File: config.mk
export PLATFORM = sky130hd
export DESIGN_NAME = pc_sequencer
export DESIGN_NICKNAME = d
export VERILOG_FILES = /design/src/rtl/pc_sequencer.sv
export SDC_FILE = /design/constraint.sdc
export NUM_CORES = 1
export LEC_CHECK = 0
export BUFFER_PORTS_ARGS = -buffer_cell sky130_fd_sc_hd__buf_2
export CORE_AREA = 2 2 92 94
export CTS_CLUSTER_DIAMETER = 100
export DETAILED_ROUTE_END_ITERATION = 8
export DIE_AREA = 0 0 94 96
export PLACE_DENSITY = 0.94
export SLEW_MARGIN = 25
export SYNTH_ARGS = -nofsm -noshare
export SYNTH_HDL_FRONTEND = slang
export SYNTH_SLANG_ARGS = --single-unit
File: constraint.sdc
create_clock -name clock -period 7.2 [get_ports clock]
set_input_delay 0.72 -clock clock [delete_from_list [all_inputs] [get_ports clock]]
set_output_delay 0.72 -clock clock [all_outputs]
set_load 0.005 [all_outputs]
File: src/rtl/pc_sequencer.sv
// Program counter and instruction-fetch sequencer: picks the next PC from
// exception/jump/branch/buffered-redirect/sequential sources and drives imem fetch.
module pc_sequencer #(
    parameter logic [31:0] RESET_VEC = 32'h0000_0000,
    parameter logic [31:0] EXC_VEC   = 32'h0000_0080
) (
    input  logic        clock,
    input  logic        reset,
    input  logic        stall,
    input  logic        exc,
    input  logic        jump,
    input  logic [31:0] jump_target,
    input  logic        branch_taken,
    input  logic [31:0] branch_target,
    input  logic        imem_ready,
    output logic        imem_req,
    output logic [31:0] imem_addr,
    output logic [31:0] pc,
    output logic [31:0] pc_plus4
);

    typedef enum logic {BOOT, FETCH} state_t;

    state_t      state, state_next;
    logic [1:0]  pend_lvl, cur_lvl, sel_lvl;
    logic [31:0] pend_addr, cur_addr, sel_addr;
    logic        done;

    function automatic logic [31:0] word_align(input logic [31:0] a);
        return {a[31:2], 2'b00};
    endfunction

    always_ff @(posedge clock) begin
        if (!reset) state <= BOOT;
        else        state <= state_next;
    end

    always_comb begin
        state_next = state;
        imem_req   = 1'b0;
        case (state)
            BOOT:  state_next = FETCH;
            FETCH: begin
                state_next = FETCH;
                imem_req   = !stall;
            end
        endcase
    end

    assign done = imem_req && imem_ready;

    // Redirect presented this cycle: exception outranks jump and branch.
    always_comb begin
        cur_lvl  = 2'd0;
        cur_addr = 32'd0;
        if (exc) begin
            cur_lvl  = 2'd2;
            cur_addr = EXC_VEC;
        end else if (jump) begin
            cur_lvl  = 2'd1;
            cur_addr = jump_target;
        end else if (branch_taken) begin
            cur_lvl  = 2'd1;
            cur_addr = branch_target;
        end
    end

    // A fresh redirect beats a buffered one of the same level.
    always_comb begin
        sel_lvl  = pend_lvl;
        sel_addr = pend_addr;
        if (cur_lvl != 2'd0 && cur_lvl >= pend_lvl) begin
            sel_lvl  = cur_lvl;
            sel_addr = word_align(cur_addr);
        end
    end

    always_ff @(posedge clock) begin
        if (!reset) begin
            pc        <= RESET_VEC;
            pend_lvl  <= 2'd0;
            pend_addr <= 32'd0;
        end else if (done) begin
            pc        <= (sel_lvl != 2'd0) ? sel_addr : pc_plus4;
            pend_lvl  <= 2'd0;
            pend_addr <= 32'd0;
        end else if (sel_lvl != 2'd0) begin
            pend_lvl  <= sel_lvl;
            pend_addr <= sel_addr;
        end
    end

    assign pc_plus4  = pc + 32'd4;
    assign imem_addr = pc;

endmodule

==> flow_metrics.env <==
export IMPL_place_congestion=0.9601
export IMPL_r2r_end="imem_addr[14]$_SDFFE_PN0P_"
export IMPL_clockPowerShare_pct=33.5
export IMPL_cts_tree="yes"
export IMPL_die_area_sq_um=9024
export IMPL_skew_ns=0.004007
export IMPL_numCtsBuffers=9
export IMPL_crit_path_cell_trace="buf_2 > nor2_1 > nor2_1 > inv_1 > ha_1 > nand2b_1 > a21o_1 > nand2_2 > a22o_1 > a221o_1"
export IMPL_required_ns=7.44
export IMPL_ys_seq_area_share_pct=32.12
export IMPL_coreArea_sq_um=8051
export IMPL_grt_pass1_wl_um=19200
export IMPL_rsz0062_at_grt="false"
export IMPL_cts_root_buf="clkbuf_8"
export IMPL_critPathTopFamily="compound AO/OA/AOI/OAI gates"
export IMPL_overflow=0
export IMPL_post_cts_buffers=0
export IMPL_relSlewSlack_pct=38.78
export IMPL_endpoint_kind="register"
export IMPL_top_layer_used="met4"
export IMPL_combPwrFrac_pct=18.4
export IMPL_hold_start="pend_addr[0]$_SDFFE_PP0P_"
export IMPL_ir_worst_vdd_v=0.00007396
export IMPL_syn_nets=580
export IMPL_drive_gt1_share_pct=32.30
export IMPL_drt_iter0_markers=443
export IMPL_die_h_um=96
export IMPL_fill_cells=711
export IMPL_antenna_left=0
export IMPL_crit_type="primary input to register"
export IMPL_p_int_mw=0.5764
export IMPL_insertion_delay_ns=0.34
export IMPL_rr_startpoint="imem_addr[2]$_SDFFE_PN0P_"
export IMPL_crit_fanout=34
export IMPL_status="completed"
export IMPL_drv_cap=0
export IMPL_die_x_um=94
export IMPL_synth_flop_cell="dfxtp_1"
export IMPL_fin_crit_sh_pct=50.55
export IMPL_crit_top_cell="nor2_1"
export IMPL_grt_pass1_vias=3977
export IMPL_synth_warnings=0
export IMPL_drc=0
export IMPL_drv_slew=0
export IMPL_setup_viol=0
export IMPL_power_switching_mw=0.2412
export IMPL_dr_total_vias=4441
export IMPL_netlist_instances=506
export IMPL_fin_crit_ns=3.640
export IMPL_wl_per_cell_um=17.34
export IMPL_start_kind="primary input"
export IMPL_power_density_nw_per_um2=165.5
export IMPL_ctsResizeCount=0
export IMPL_synth_largest_area_cell="dfxtp_1"
export IMPL_cts_hold_buf=0
export IMPL_path_clk_slew_ns=0.07
export IMPL_ff2ff_setup_slack_ns=4.62
export IMPL_min_path_type="register to register"
export IMPL_whs_path_depth=2
export IMPL_slowest_stage="buf_2"
export IMPL_io_buffers=163
export IMPL_drt_wl_total_um=12450
export IMPL_start_util_pct=51.86
export IMPL_netlist_area_sq_um=4175
export IMPL_yosysTopAreaCellShare_pct=32.12
export IMPL_yosys_top_cells_area="dfxtp_1 (32%), buf_4 (6.1%), a22o_1 (5.5%), a22oi_1 (4.5%), nor2_1 (4.1%)"
export IMPL_reg2regPathDepth=6
export IMPL_finalNetCount=684
export IMPL_synth_edff_count=0
export IMPL_worst_pin_slew_ns=0.9112
export IMPL_grt_usage_pct=27.20
export IMPL_switching_share_pct=29.51
export IMPL_antenna_found_initial=0
export IMPL_p_leak_nw=2.270
export IMPL_worst_path_stages=10
export IMPL_dp_hpwl_um=8689
export IMPL_cts_htree_levels=3
export IMPL_vias_per_cell=6.185
export IMPL_clock_sinks=67
export IMPL_synth_cell_type_count=55
export IMPL_timing_fmax_ghz=0.2748
export IMPL_fin_tns_setup_ns=0
export IMPL_finalHoldViolations=0
export IMPL_cp_slowest_stage_delay_ns=0.50
export IMPL_ys_ff_latch=67
export IMPL_path_buf_inv=2
export IMPL_wl_met1_um=4961
export IMPL_wl_met3_um=1139
export IMPL_arrival_ns=3.88
export IMPL_rows=33
export IMPL_area_delta_synth_final_pct=18.34
export IMPL_wl_met2_um=5990
export IMPL_worstHoldEndpoint="imem_addr[0]$_SDFFE_PN0P_"
export IMPL_ios=168
export IMPL_holdWs_ns=0.4827
export IMPL_clockBufferDepth=2
export IMPL_drt_first_pass_iters=5
export IMPL_syn_avg_cell_area_sq_um=8.251
export IMPL_sequentialPowerShare_pct=48.1
export IMPL_diodes=0
export IMPL_grt_max_degree=65
export IMPL_async_reset_ff_share_pct=0
## registers in the layout, indices dropped and copies added, names as in the netlist
register,count
pend_lvl,2
imem_addr,32
pend_addr,32
state,1
## cell families (layout without fill, tap and decap cells)
kind of cell | Yosys count | after routing | share of synthesized area, %
simple gates | 188 | 188 | 25.17
compound gates | 130 | 130 | 24.12
buf+inv | 86 | 193 | 10.85
flops | 67 | 67 | 32.12
xor+xnor | 28 | 28 | 5.873
mux | 4 | 4 | 0.9590
fa+ha+maj | 3 | 3 | 0.8991
## worst register-to-register path: stages (launching register included)
cell      delay (ns)
dfxtp_1         0.42
ha_1            0.26
nand3_1         0.24
nor3_1          0.72
nand2_1         0.24
or4_1           0.54
o221ai_1        0.08
## area by class of cell
class	instances	area, sq um	share of cell area, %
Inverter	10	37.54	0.7597
Sequential cell	67	1341	27.15
Clock buffer	11	151.4	3.064
Timing Repair Buffer	169	860.8	17.42
Multi-Input combinational cell	353	2404	48.65
Clock inverter	3	15.01	0.3039
Tap cell	105	131.4	2.659
## per-stage QoR
stage	worst slack (ns)	cells	power, mW	utilization (%)	cell area [sq um]
floorplan	4.254	506	0.4957	-	4175
detailed placement	2.918	704	0.5475	59.13	4761
global placement	3.075	704	0.5415	59.13	4761
CTS	3.274	718	0.8136	61.20	4927
finish	3.560	718	0.8176	61.37	4941
global route	3.300	718	0.8499	61.37	4941
## cells in the mapped netlist, types with 2 or more instances
master	n
a211oi_1	6
a21boi_0	5
a21o_1	2
a21oi_1	11
a221o_1	2
a221oi_1	2
a22o_1	26
a22oi_1	25
a41oi_1	2
and2_1	7
and3_1	10
and4_1	6
and4b_1	2
buf_1	4
buf_2	2
buf_4	34
clkbuf_1	36
dfxtp_1	67
ha_1	3
inv_1	10
mux2i_1	4
nand2_1	22
nand3_1	29
nand3b_1	9
nand4_1	18
nand4b_1	4
nor2_1	46
nor2b_1	4
nor3_1	10
nor4_2	2
o2111ai_1	8
o211ai_1	6
o21ai_0	10
o221ai_1	13
o31a_1	4
o31ai_1	2
or3_1	7
or4_1	3
xnor2_1	18
xor2_1	10
## layout by cell type (no fill, tap or decap), types with 10 or more instances in the layout
cell type    n
nand3_1     29
a22oi_1     25
buf_2      163
nand2_1     20
xnor2_1     18
nor2_1      45
xor2_1      10
inv_1       10
clkbuf_8    11
dfxtp_1     67
a22o_1      26
o21ai_0     10
and3_1      10
nand4_1     18
o221ai_1    13
nor3_1      10
## metal layers
layer  up-vias  track usage [%]
met1      2068            34.24
met3        34            3.759
met4         0            13.41
met2       259            45.89
li1       2080                -
met5         -                0
## worst max path at each step
stage | start | to | slack, ns
floorplan | jump | imem_addr[14]$_SDFFE_PN0P_ | 4.25
detailed placement | jump | imem_addr[11]$_SDFFE_PN0P_ | 2.92
CTS | jump | imem_addr[11]$_SDFFE_PN0P_ | 3.27
global route | jump | imem_addr[11]$_SDFFE_PN0P_ | 3.30
global placement | jump | imem_addr[11]$_SDFFE_PN0P_ | 3.07
finish | jump | imem_addr[11]$_SDFFE_PN0P_ | 3.56
## power by group through the flow
| stage | Combinational [mW] | Sequential, mW | Clock [mW] |
|---|---|---|---|
| finish | 0.150 | 0.394 | 0.274 |
| detailed placement | 0.146 | 0.401 | 0 |
| CTS | 0.147 | 0.393 | 0.273 |
| floorplan | 0.0969 | 0.399 | 0 |
| global placement | 0.141 | 0.400 | 0 |
| global route | 0.165 | 0.395 | 0.290 |
(Power assumes the default switching activity.)
